[config.mk]
export PLATFORM = sky130hd
export DESIGN_NAME = multicycle_control_unit_flat
export DESIGN_NICKNAME = d
export VERILOG_FILES = /design/src/rtl/multicycle_control_unit_if.sv /design/src/rtl/multicycle_control_unit.sv /design/src/flat_wrapper.sv
export SDC_FILE = /design/constraint.sdc
export NUM_CORES = 1
export LEC_CHECK = 0
export ABC_AREA = 1
export CORE_ASPECT_RATIO = 1.4
export CORE_MARGIN = 4
export CORE_UTILIZATION = 49
export DETAILED_ROUTE_END_ITERATION = 8
export PLACE_DENSITY = 0.86
export SKIP_LAST_GASP = 1
export SLEW_MARGIN = 0
export SYNTH_ARGS = -nofsm -noshare
export SYNTH_HDL_FRONTEND = slang
export SYNTH_SLANG_ARGS = --single-unit
[constraint.sdc]
create_clock -name CLK -period 2 [get_ports CLK]
set_input_delay 0.3 -clock CLK [delete_from_list [all_inputs] [get_ports CLK]]
set_output_delay 0.3 -clock CLK [all_outputs]
set_load 0.005 [all_outputs]
[src/rtl/multicycle_control_unit_if.sv]
// Handshake/control bundle between the IR/datapath side and the multicycle control unit.
// Optional macro ILLEGAL_OP_TRAP_EN adds the sticky illegal-opcode output.
interface multicycle_control_unit_if #(
  parameter int WORD_W = 32,
  parameter int CNT_W  = 32
);
  logic [WORD_W-1:0] instr;
  logic              ihit;
  logic              dhit;
  logic              iREN;
  logic              dREN;
  logic              dWEN;
  logic              IRWrite;
  logic              PCWrite;
  logic              PCWriteCond;
  logic              BNE;
  logic [1:0]        JumpSel;
  logic              RegWr;
  logic [1:0]        RegDst;
  logic [1:0]        MemToReg;
  logic [1:0]        ALUsrc;
  logic              ExtOp;
  logic [3:0]        alu_op;
  logic              halt;
  logic              timeout;
  logic [CNT_W-1:0]  retired;
`ifdef ILLEGAL_OP_TRAP_EN
  logic              illegal;

  modport master (
    input  instr, ihit, dhit,
    output iREN, dREN, dWEN, IRWrite, PCWrite, PCWriteCond, BNE, JumpSel,
           RegWr, RegDst, MemToReg, ALUsrc, ExtOp, alu_op, halt, timeout, retired, illegal
  );
  modport slave (
    output instr, ihit, dhit,
    input  iREN, dREN, dWEN, IRWrite, PCWrite, PCWriteCond, BNE, JumpSel,
           RegWr, RegDst, MemToReg, ALUsrc, ExtOp, alu_op, halt, timeout, retired, illegal
  );
`else
  modport master (
    input  instr, ihit, dhit,
    output iREN, dREN, dWEN, IRWrite, PCWrite, PCWriteCond, BNE, JumpSel,
           RegWr, RegDst, MemToReg, ALUsrc, ExtOp, alu_op, halt, timeout, retired
  );
  modport slave (
    output instr, ihit, dhit,
    input  iREN, dREN, dWEN, IRWrite, PCWrite, PCWriteCond, BNE, JumpSel,
           RegWr, RegDst, MemToReg, ALUsrc, ExtOp, alu_op, halt, timeout, retired
  );
`endif
endinterface

[src/rtl/multicycle_control_unit.sv]
// Multicycle MIPS control FSM (FETCH/DECODE/EXEC/MEM/WB/HALTED) with wait-state watchdog and
// saturating retired-instruction counter. Optional macro: ILLEGAL_OP_TRAP_EN (trap unknown ops).
module multicycle_control_unit #(
  parameter int WORD_W      = 32,
  parameter int TIMEOUT_CYC = 64,
  parameter int CNT_W       = 32
) (
  input logic                       CLK,
  input logic                       nRST,
  multicycle_control_unit_if.master bus
);

  localparam int WD_W = (TIMEOUT_CYC > 0) ? $clog2(TIMEOUT_CYC + 1) : 1;
  localparam logic [WD_W-1:0] WD_LAST = WD_W'((TIMEOUT_CYC > 0) ? TIMEOUT_CYC - 1 : 0);

  localparam logic [3:0] ALU_SLL = 4'd0, ALU_SRL = 4'd1, ALU_ADD = 4'd2, ALU_SUB = 4'd3,
                         ALU_AND = 4'd4, ALU_OR  = 4'd5, ALU_XOR = 4'd6, ALU_NOR = 4'd7,
                         ALU_SLT = 4'd8, ALU_SLTU = 4'd9;

  localparam logic [5:0] OP_RTYPE = 6'h00, OP_J = 6'h02, OP_JAL = 6'h03, OP_BEQ = 6'h04,
                         OP_BNE = 6'h05, OP_ADDI = 6'h08, OP_ADDIU = 6'h09, OP_SLTI = 6'h0A,
                         OP_SLTIU = 6'h0B, OP_ANDI = 6'h0C, OP_ORI = 6'h0D, OP_XORI = 6'h0E,
                         OP_LUI = 6'h0F, OP_LW = 6'h23, OP_SW = 6'h2B, OP_HALT = 6'h3F;

  localparam logic [5:0] F_SLL = 6'h00, F_SRL = 6'h02, F_JR = 6'h08, F_ADD = 6'h20,
                         F_ADDU = 6'h21, F_SUB = 6'h22, F_SUBU = 6'h23, F_AND = 6'h24,
                         F_OR = 6'h25, F_XOR = 6'h26, F_NOR = 6'h27, F_SLT = 6'h2A, F_SLTU = 6'h2B;

  typedef enum logic [2:0] {
    S_FETCH, S_DECODE, S_EXEC, S_MEM, S_WB, S_HALTED
  } state_t;

  state_t           r_state;
  logic [WD_W-1:0]  r_wait;
  logic             r_timeout;
  logic [CNT_W-1:0] r_retired;
`ifdef ILLEGAL_OP_TRAP_EN
  logic             r_illegal;
`endif

  logic [5:0] w_op;
  logic [5:0] w_funct;
  logic       w_unused;
  logic       w_known, w_rtype, w_jr, w_br, w_j, w_jal, w_lw, w_sw, w_halt_op, w_wb;
  logic [3:0] w_alu_op;
  logic [1:0] w_alusrc;
  logic       w_extop;
  logic [1:0] w_regdst;
  logic       w_waiting, w_trip, w_retire;

  assign w_op     = bus.instr[WORD_W-1 -: 6];
  assign w_funct  = bus.instr[5:0];
  assign w_unused = ^bus.instr[WORD_W-7:6];

  always_comb begin
    w_known   = 1'b0;
    w_rtype   = 1'b0;
    w_jr      = 1'b0;
    w_br      = 1'b0;
    w_j       = 1'b0;
    w_jal     = 1'b0;
    w_lw      = 1'b0;
    w_sw      = 1'b0;
    w_halt_op = 1'b0;
    w_wb      = 1'b0;
    w_alu_op  = ALU_SLL;
    w_alusrc  = 2'b00;
    w_extop   = 1'b0;
    case (w_op)
      OP_RTYPE: begin
        w_known  = 1'b1;
        w_rtype  = 1'b1;
        w_wb     = 1'b1;
        w_alusrc = 2'b01;
        case (w_funct)
          F_SLL:          begin w_alu_op = ALU_SLL; w_alusrc = 2'b10; end
          F_SRL:          begin w_alu_op = ALU_SRL; w_alusrc = 2'b10; end
          F_JR:           begin w_jr = 1'b1; w_wb = 1'b0; w_alusrc = 2'b00; end
          F_ADD, F_ADDU:  w_alu_op = ALU_ADD;
          F_SUB, F_SUBU:  w_alu_op = ALU_SUB;
          F_AND:          w_alu_op = ALU_AND;
          F_OR:           w_alu_op = ALU_OR;
          F_XOR:          w_alu_op = ALU_XOR;
          F_NOR:          w_alu_op = ALU_NOR;
          F_SLT:          w_alu_op = ALU_SLT;
          F_SLTU:         w_alu_op = ALU_SLTU;
          default: begin
            w_known  = 1'b0;
            w_rtype  = 1'b0;
            w_wb     = 1'b0;
            w_alusrc = 2'b00;
          end
        endcase
      end
      OP_J:              begin w_known = 1'b1; w_j = 1'b1; end
      OP_JAL:            begin w_known = 1'b1; w_jal = 1'b1; w_wb = 1'b1; end
      OP_BEQ, OP_BNE:    begin w_known = 1'b1; w_br = 1'b1; w_alu_op = ALU_SUB; w_alusrc = 2'b01; end
      OP_ADDI, OP_ADDIU: begin w_known = 1'b1; w_wb = 1'b1; w_alu_op = ALU_ADD; w_extop = 1'b1; end
      OP_SLTI:           begin w_known = 1'b1; w_wb = 1'b1; w_alu_op = ALU_SLT; w_extop = 1'b1; end
      OP_SLTIU:          begin w_known = 1'b1; w_wb = 1'b1; w_alu_op = ALU_SLTU; w_extop = 1'b1; end
      OP_ANDI:           begin w_known = 1'b1; w_wb = 1'b1; w_alu_op = ALU_AND; end
      OP_ORI:            begin w_known = 1'b1; w_wb = 1'b1; w_alu_op = ALU_OR; end
      OP_XORI:           begin w_known = 1'b1; w_wb = 1'b1; w_alu_op = ALU_XOR; end
      OP_LUI:            begin w_known = 1'b1; w_wb = 1'b1; end
      OP_LW:             begin w_known = 1'b1; w_lw = 1'b1; w_alu_op = ALU_ADD; w_extop = 1'b1; end
      OP_SW:             begin w_known = 1'b1; w_sw = 1'b1; w_alu_op = ALU_ADD; w_extop = 1'b1; end
      OP_HALT:           begin w_known = 1'b1; w_halt_op = 1'b1; end
      default: ;
    endcase
  end

  assign w_regdst = w_jal ? 2'b10 : ((w_rtype && w_wb) ? 2'b01 : 2'b00);

  // A hit in the final allowed cycle wins over the watchdog.
  assign w_waiting = ((r_state == S_FETCH) && !bus.ihit) || ((r_state == S_MEM) && !bus.dhit);
  assign w_trip    = (TIMEOUT_CYC > 0) && w_waiting && (r_wait == WD_LAST);
  assign w_retire  = ((r_state == S_EXEC) && !w_lw && !w_sw && !w_wb) ||
                     ((r_state == S_MEM) && bus.dhit && !w_lw) ||
                     (r_state == S_WB);

  always_ff @(posedge CLK or negedge nRST) begin
    if (!nRST) begin
      r_state   <= S_FETCH;
      r_wait    <= '0;
      r_timeout <= 1'b0;
      r_retired <= '0;
`ifdef ILLEGAL_OP_TRAP_EN
      r_illegal <= 1'b0;
`endif
    end else begin
      r_wait <= (w_waiting && !w_trip && (TIMEOUT_CYC > 0)) ? r_wait + 1'b1 : '0;
      if (w_retire && (r_retired != '1))
        r_retired <= r_retired + 1'b1;
      if (w_trip) begin
        r_state   <= S_HALTED;
        r_timeout <= 1'b1;
      end else begin
        case (r_state)
          S_FETCH:  if (bus.ihit) r_state <= S_DECODE;
          S_DECODE: begin
            if (w_halt_op)
              r_state <= S_HALTED;
`ifdef ILLEGAL_OP_TRAP_EN
            else if (!w_known) begin
              r_state   <= S_HALTED;
              r_illegal <= 1'b1;
            end
`endif
            else
              r_state <= S_EXEC;
          end
          S_EXEC: begin
            if (w_lw || w_sw)
              r_state <= S_MEM;
            else if (w_wb)
              r_state <= S_WB;
            else
              r_state <= S_FETCH;
          end
          S_MEM:    if (bus.dhit) r_state <= w_lw ? S_WB : S_FETCH;
          S_WB:     r_state <= S_FETCH;
          default:  r_state <= S_HALTED;
        endcase
      end
    end
  end

  // Enables are gated by nRST so a reset pulse kills them without waiting for an edge.
  always_comb begin
    bus.iREN        = 1'b0;
    bus.dREN        = 1'b0;
    bus.dWEN        = 1'b0;
    bus.IRWrite     = 1'b0;
    bus.PCWrite     = 1'b0;
    bus.PCWriteCond = 1'b0;
    bus.BNE         = 1'b0;
    bus.JumpSel     = 2'b00;
    bus.RegWr       = 1'b0;
    bus.RegDst      = 2'b00;
    bus.MemToReg    = 2'b00;
    bus.ALUsrc      = 2'b00;
    bus.ExtOp       = 1'b0;
    bus.alu_op      = ALU_SLL;
    if (nRST) begin
      case (r_state)
        S_FETCH: begin
          bus.iREN    = 1'b1;
          bus.IRWrite = bus.ihit;
          bus.PCWrite = bus.ihit;
        end
        S_EXEC: begin
          bus.alu_op      = w_alu_op;
          bus.ALUsrc      = w_alusrc;
          bus.ExtOp       = w_extop;
          bus.RegDst      = w_regdst;
          bus.PCWriteCond = w_br;
          bus.BNE         = w_br && (w_op == OP_BNE);
          bus.PCWrite     = w_j || w_jr;
          bus.JumpSel     = w_j ? 2'b10 : (w_jr ? 2'b01 : 2'b00);
        end
        S_MEM: begin
          bus.alu_op = w_alu_op;
          bus.ALUsrc = w_alusrc;
          bus.ExtOp  = w_extop;
          bus.dREN   = w_lw;
          bus.dWEN   = w_sw;
        end
        S_WB: begin
          bus.alu_op   = w_alu_op;
          bus.ALUsrc   = w_alusrc;
          bus.ExtOp    = w_extop;
          bus.RegWr    = 1'b1;
          bus.RegDst   = w_regdst;
          bus.MemToReg = w_lw ? 2'b01 : (w_jal ? 2'b10 : 2'b00);
          bus.PCWrite  = w_jal;
          bus.JumpSel  = w_jal ? 2'b10 : 2'b00;
        end
        default: ;
      endcase
    end
  end

  assign bus.halt    = nRST && (r_state == S_HALTED);
  assign bus.timeout = r_timeout;
  assign bus.retired = r_retired;
`ifdef ILLEGAL_OP_TRAP_EN
  assign bus.illegal = r_illegal;
`endif

endmodule

[src/flat_wrapper.sv]
// flat-port wrapper written by rule: the top's interface ports become plain ports
module multicycle_control_unit_flat 
#(
  parameter int WORD_W      = 32,
  parameter int TIMEOUT_CYC = 64,
  parameter int CNT_W       = 32
)
  (CLK, nRST, bus_instr, bus_ihit, bus_dhit, bus_iREN, bus_dREN, bus_dWEN, bus_IRWrite, bus_PCWrite, bus_PCWriteCond, bus_BNE, bus_JumpSel, bus_RegWr, bus_RegDst, bus_MemToReg, bus_ALUsrc, bus_ExtOp, bus_alu_op, bus_halt, bus_timeout, bus_retired);
  multicycle_control_unit_if #(.WORD_W(WORD_W), .CNT_W(CNT_W)) bus_i ();
  input logic CLK;
  input logic nRST;
  input wire logic [$bits(bus_i.instr)-1:0] bus_instr;
  input wire logic [$bits(bus_i.ihit)-1:0] bus_ihit;
  input wire logic [$bits(bus_i.dhit)-1:0] bus_dhit;
  output wire logic [$bits(bus_i.iREN)-1:0] bus_iREN;
  output wire logic [$bits(bus_i.dREN)-1:0] bus_dREN;
  output wire logic [$bits(bus_i.dWEN)-1:0] bus_dWEN;
  output wire logic [$bits(bus_i.IRWrite)-1:0] bus_IRWrite;
  output wire logic [$bits(bus_i.PCWrite)-1:0] bus_PCWrite;
  output wire logic [$bits(bus_i.PCWriteCond)-1:0] bus_PCWriteCond;
  output wire logic [$bits(bus_i.BNE)-1:0] bus_BNE;
  output wire logic [$bits(bus_i.JumpSel)-1:0] bus_JumpSel;
  output wire logic [$bits(bus_i.RegWr)-1:0] bus_RegWr;
  output wire logic [$bits(bus_i.RegDst)-1:0] bus_RegDst;
  output wire logic [$bits(bus_i.MemToReg)-1:0] bus_MemToReg;
  output wire logic [$bits(bus_i.ALUsrc)-1:0] bus_ALUsrc;
  output wire logic [$bits(bus_i.ExtOp)-1:0] bus_ExtOp;
  output wire logic [$bits(bus_i.alu_op)-1:0] bus_alu_op;
  output wire logic [$bits(bus_i.halt)-1:0] bus_halt;
  output wire logic [$bits(bus_i.timeout)-1:0] bus_timeout;
  output wire logic [$bits(bus_i.retired)-1:0] bus_retired;
  assign bus_i.instr = bus_instr;
  assign bus_i.ihit = bus_ihit;
  assign bus_i.dhit = bus_dhit;
  assign bus_iREN = bus_i.iREN;
  assign bus_dREN = bus_i.dREN;
  assign bus_dWEN = bus_i.dWEN;
  assign bus_IRWrite = bus_i.IRWrite;
  assign bus_PCWrite = bus_i.PCWrite;
  assign bus_PCWriteCond = bus_i.PCWriteCond;
  assign bus_BNE = bus_i.BNE;
  assign bus_JumpSel = bus_i.JumpSel;
  assign bus_RegWr = bus_i.RegWr;
  assign bus_RegDst = bus_i.RegDst;
  assign bus_MemToReg = bus_i.MemToReg;
  assign bus_ALUsrc = bus_i.ALUsrc;
  assign bus_ExtOp = bus_i.ExtOp;
  assign bus_alu_op = bus_i.alu_op;
  assign bus_halt = bus_i.halt;
  assign bus_timeout = bus_i.timeout;
  assign bus_retired = bus_i.retired;
  multicycle_control_unit #(.WORD_W(WORD_W), .TIMEOUT_CYC(TIMEOUT_CYC), .CNT_W(CNT_W)) u_core (.CLK(CLK), .nRST(nRST), .bus(bus_i));
endmodule
==> Word-level counts from Yosys, hierarchy flattened <==
Cells that the tools add are included.
{ "totals": {"out_inout_bits": 55, "mem_bits_ro": 0, "register_bits": 43, "word_cells": 142, "ramBits": 0, "latchBits": 0, "in_bits": 36, "memories": 0} }
{ "classes": {"mul": 0, "reduce_logical": 40, "n_mux": 60, "magnitude_cmp": 0, "n_eq_ne": 36, "n_shift": 0, "div": 0, "bitwise": 0, "n_addsub": 2} }
{ "op_table": {"columns": ["operator", "count"], "rows": [
  ["equality test 6 bit, second input constant", 13],
  ["equality test 6 x 4 -> 1 bit, second input constant", 9],
  ["case mux 4 bit (9 select lines)", 1],
  ["adder 32 x 1 -> 32 bit, second input constant", 1],
  ["inequality test 32 bit, second input constant", 1],
  ["case mux 4 bit (8 select lines)", 1],
  ["two-way mux 1 bit", 31],
  ["two-way mux 2 bit", 11],
  ["two-way mux 3 bit", 7],
  ["equality test 6 x 2 -> 1 bit, second input constant", 3],
  ["case mux 3 bit (5 select lines)", 1],
  ["logical AND 1 bit", 13],
  ["OR reduction 13 bit", 1],
  ["equality test 6 x 3 -> 1 bit, second input constant", 2],
  ["logical NOT 6 bit", 2],
  ["case mux 2 bit (2 select lines)", 3],
  ["OR reduction 12 bit", 1],
  ["OR reduction 10 bit", 1],
  ["OR reduction 2 bit", 5],
  ["OR reduction 9 bit", 1],
  ["two-way mux 4 bit", 2],
  ["adder 7 x 1 -> 7 bit, second input constant", 1],
  ["equality test 7 x 6 -> 1 bit, second input constant", 1],
  ["two-way mux 7 bit", 1],
  ["13 further kinds", 25]
]} }

==> Logic depth before layout (Yosys ltp) <==
{ "depth": {"ltp_word": 9, "mapped_depth": 11, "ltp_nobuf": 10} }

==> Least setup slack after synthesis <==
Ideal clock, no wire load.
{ "synth_path": {"path_type": "flip-flop to flip-flop", "from": "register u_core.r_retired[0] (netlist: u_core.bus.retired[0])", "to": "register u_core.r_retired[2] (netlist: u_core.bus.retired[2])", "setup_slack_ps": 250, "t_arrival_ps": 1634, "n_path_buf": 1, "required_ps": 1885, "stages_incl_launch_ff": 10, "path_cell_list": "dfrtp_1 > ha_1 > nand2_1 > nor2_4 > nand2_2 > nor2_4 > nand2_2 > buf_2 > nand3_1 > nand2_2"} }
{ "synth_via": {"elab_chain_len": 2, "elab_cells_between_ends": 3, "cone_classes": "add/sub (1); eq/ne (1); reduce/logical (1)"} }
{ "synth_rtl": {"columns": ["item", "line", "rtl"], "rows": [
  ["from (decl)", "multicycle_control_unit.sv:36", "logic [CNT_W-1:0] r_retired;"],
  ["from (signal assigned)", "multicycle_control_unit.sv:133", "r_retired <= r_retired + 1'b1;"],
  ["branches (longest 2 deep; another with adder 32 x 1 -> 32 bit)", null, null]
]} }
Several ways; the timed one is not identified.
A chain may end at the register's enable or synchronous reset.

==> Worst setup path in the final report <==
{ "layout_path": {"from": "register u_core.r_state[0]", "to": "output bus_PCWrite"} }
{ "layout_via": {"elab_chain_len": 3, "elab_cells_between_ends": 5, "cone_classes": "eq/ne (2); mux (2); reduce/logical (1)"} }
{ "layout_rtl": {"columns": ["item", "line", "rtl"], "rows": [
  ["from (decl)", "multicycle_control_unit.sv:33", "state_t r_state;"],
  ["from (signal assigned)", "multicycle_control_unit.sv:160", "S_MEM: if (bus.dhit) r_state <= w_lw ? S_WB : S_FETCH;"],
  ["equality test 3 bit, or another cell as far along", "multicycle_control_unit.sv:185", "case (r_state)"],
  ["case mux 1 bit (3 select lines) (*)", "multicycle_control_unit.sv:185", null],
  ["two-way mux 1 bit (*)", "multicycle_control_unit.sv:184", "if (nRST) begin"],
  ["to (decl)", "flat_wrapper.sv:19", "output wire logic [$bits(bus_i.PCWrite)-1:0] bus_PCWrite;"]
]} }
Every way passes the cells marked *; elsewhere a longest branch is shown, timed or not.

==> impl_metrics.ini <==
[sta]
rsz0062_at_grt = yes
finalCritPeriodShare_pct = 104.4
max_freq_mhz = 478.9
fin_skew_ns = 0.007638
setup_viol = 7
slew_headroom_pct = 65.60
setup_slack_ns = -0.08817
whs_ns = 0.2426
slew_viol_final = 0
setup_tns_ns = -0.3445
final-hold-violation-count = 0
min_period_ns = 2.088
worstMarginPinSlew_ns = 0.5160

[clocking]
cts_root_buf = clkbuf_8
clk_latency_ns = 0.31
numClockSinks = 43
cts_made_buffers = 5
cts.htree.levels = 2
cts_buffer_depth = 2
cts_tree = yes
clk_pin_slew_ns = 0.09

[pwr]
power_density_nw_per_um2 = 330.4
p_leak_nw = 2.376
vdd_drop_max_v = 0.0001935
p_total_mw = 1.637

[placement]
place_area_um2 = 4631
dp_hpwl_um = 8833
place_ws_ns = -0.5490
dpl.cell_count = 739
io_buffers = 70
place.gp.congestion = 0.9927

[cells_and_area]
antenna_cells = 0
syn_to_final_growth_pct = 43.41
nNetsFinal = 709
final_area_um2 = 4956
drive_gt1_share_pct = 30.06
fin_util_pct = 71.91
stdcell_count = 767

[logic_synthesis]
synthArstFlopShare_pct = 100.0
syn_area_um2 = 3456
synth_cell_types = 37
syn_inst = 522
synth_top_cell_area_share_pct = 31.14
seq_area_frac_synth_pct = 31.14
synth.area.top_cells = dfrtp_1 (31%), nand2_1 (18%), nor2_1 (9.4%), nand3_1 (7.2%), nand2_2 (6.3%)
synth_fp_nets = 560
synth_common_cells = nand2_1 (168), nor2_1 (87), nand3_1 (50), dfrtp_1 (43), inv_1 (39)
yosys_register_bits = 43
postSynthAreaPerCell_um2 = 6.620
synth_flop_cell = dfrtp_1
yosys_warnings = 0
yosysTopAreaCell = dfrtp_1
synth_edf_count = 0
synth.most_common_cell = nand2_1

[grt]
grt_pass1_wl_um = 19490
antenna_found_initial = 0
grt_usage_pct = 29.11
grt_pass1_vias = 4262
grt_overflow = 0
grt_max_degree = 41

[floorplanning]
die_area_um2 = 8479
ios = 91
coreArea_um2 = 6892
rows = 36
initial_core_util_pct = 50.15
die_h_um = 107.4
die_w_um = 78.98

[outcome]
status = complete, but fails checks
failed_checks = design-rule violations, negative setup slack

[critical_path]
critPathKind = reg -> out
startpoint = u_core.r_state[0]$_DFFE_PN0P_
r2r-start = u_core.r_state[1]$_DFFE_PN0P_
critPathLaunchType = flop
cp_max_fo = 3
cp.required_ns = 1.70
cp-end-kind = output port
rr_worst_depth = 11
crit_end = bus_PCWrite
critPathArrivalTime_ns = 1.79
reg2reg_slack_ns = 0.09
r2r_end = u_core.bus.retired[6]$_DFFE_PN0P_

[routing]
drcViolationCount = 1
routed_wl_um = 12520
ant_nets = 0
via_count = 4217
first_iter_violations = 325
topRoutingLayerUsed = met4
firstDrtPassIters = 8
met2_wirelength_um = 6632
wire_per_inst_um = 16.33
vias_per_cell = 5.498
met1Wirelength_um = 4284
route.met3.wl_um = 736

[hold_path]
hp-class = in -> async

[flow_run]
cap_violations = 0
cells in the final DEF (no fill, tap or decap), types with 3 or more instances in the layout:
| cell type | instances |
|---|---|
| nand2_1 | 162 |
| nor2_1 | 75 |
| buf_4 | 74 |
| nand3_1 | 48 |
| dfrtp_1 | 41 |
| nand2_2 | 39 |
| clkdlybuf4s50_1 | 39 |
| inv_1 | 37 |
| nand3b_1 | 14 |
| nor2_2 | 13 |
| xor2_1 | 11 |
| clkbuf_2 | 10 |
| buf_2 | 9 |
| nor2_4 | 7 |
| dlygate4sd2_1 | 7 |
| buf_6 | 6 |
| inv_2 | 5 |
| a21oi_1 | 5 |
| a21oi_2 | 5 |
| nand4_1 | 5 |
| clkbuf_8 | 5 |
| nor3_2 | 4 |
| nand3_2 | 4 |
| xnor2_1 | 4 |
| a31oi_1 | 3 |
| nand2_4 | 3 |
| dlymetal6s2s_1 | 3 |
what timing repair did:
action / CTS / global route
cloned: 0 / 0
pin swaps: 11 / 11
endpoints found under the setup margin: 22 / 20
buffers inserted: 11 / 9
hold buffers: 1 / 0
resized for setup: 58 / 71
endpoints found under the hold margin: 3 / 0
area by class of cell:
class	instances	area, um^2
well taps	95	118.9
clock buffers	5	68.82
inverters	45	173.9
clock inverters	3	23.77
repair buffers	151	1239
fillers	554	1936
multi-input cells	425	2253
flip-flops and latches	43	1079
power breakdown:
| group | switching, mW | internal [mW] |
|---|---|---|
| clock network | 0.341 | 0.250 |
| logic | 0.104 | 0.0741 |
| registers | 0 | 0.868 |
| total | 0.445 | 1.19 |
registers in the layout (all words and copies together), names as in the netlist:
name / flops
u_core.bus.retired: 32
u_core.bus.timeout: 1
u_core.r_state: 3
u_core.r_wait: 7
per-layer routing:
metal  vias to the layer above  global-route usage, %
li1                       1957                      -
met1                      1955                  28.50
met2                       236                  53.80
met3                        69                  5.444
met4                         0                  20.27
met5                         -                      0
how the worst min path moves through the flow:
stage	from	to	slack [ns]	cells after the start
after floorplan	nRST	u_core.bus.retired[0]$_DFFE_PN0P_	0.004	0
after global placement	nRST	u_core.r_state[2]$_DFFE_PN0P_	0.32	2
after detailed placement	nRST	u_core.r_state[2]$_DFFE_PN0P_	0.32	2
after global routing	nRST	u_core.bus.retired[26]$_DFFE_PN0P_	0.27	2
after CTS	nRST	u_core.bus.retired[20]$_DFFE_PN0P_	0.19	2
final	nRST	u_core.bus.retired[20]$_DFFE_PN0P_	0.24	2
worst max-delay path, cell delays in order, from the launching register on:
cell and delay, ns:
dfrtp_2 0.45, inv_2 0.10, nand2_4 0.06, nor2_4 0.14, buf_6 0.14, nand4_1 0.12, buf_4 0.18, a31oi_4 0.15
buf_2 0.13
cell families (layout without fill, tap and decap cells):
logic type / after synthesis / in the layout / synth area share, %
AOI/OAI and AO/OA: 26 / 26 / 4.562
DFF: 43 / 43 / 31.14
xor gates and xnor gates: 15 / 15 / 3.801
buffers and inverters: 54 / 204 / 7.784
adders and majority gates: 2 / 2 / 0.7240
and+or+nand+nor: 382 / 382 / 51.99
Power figures use the tool's default switching activity.
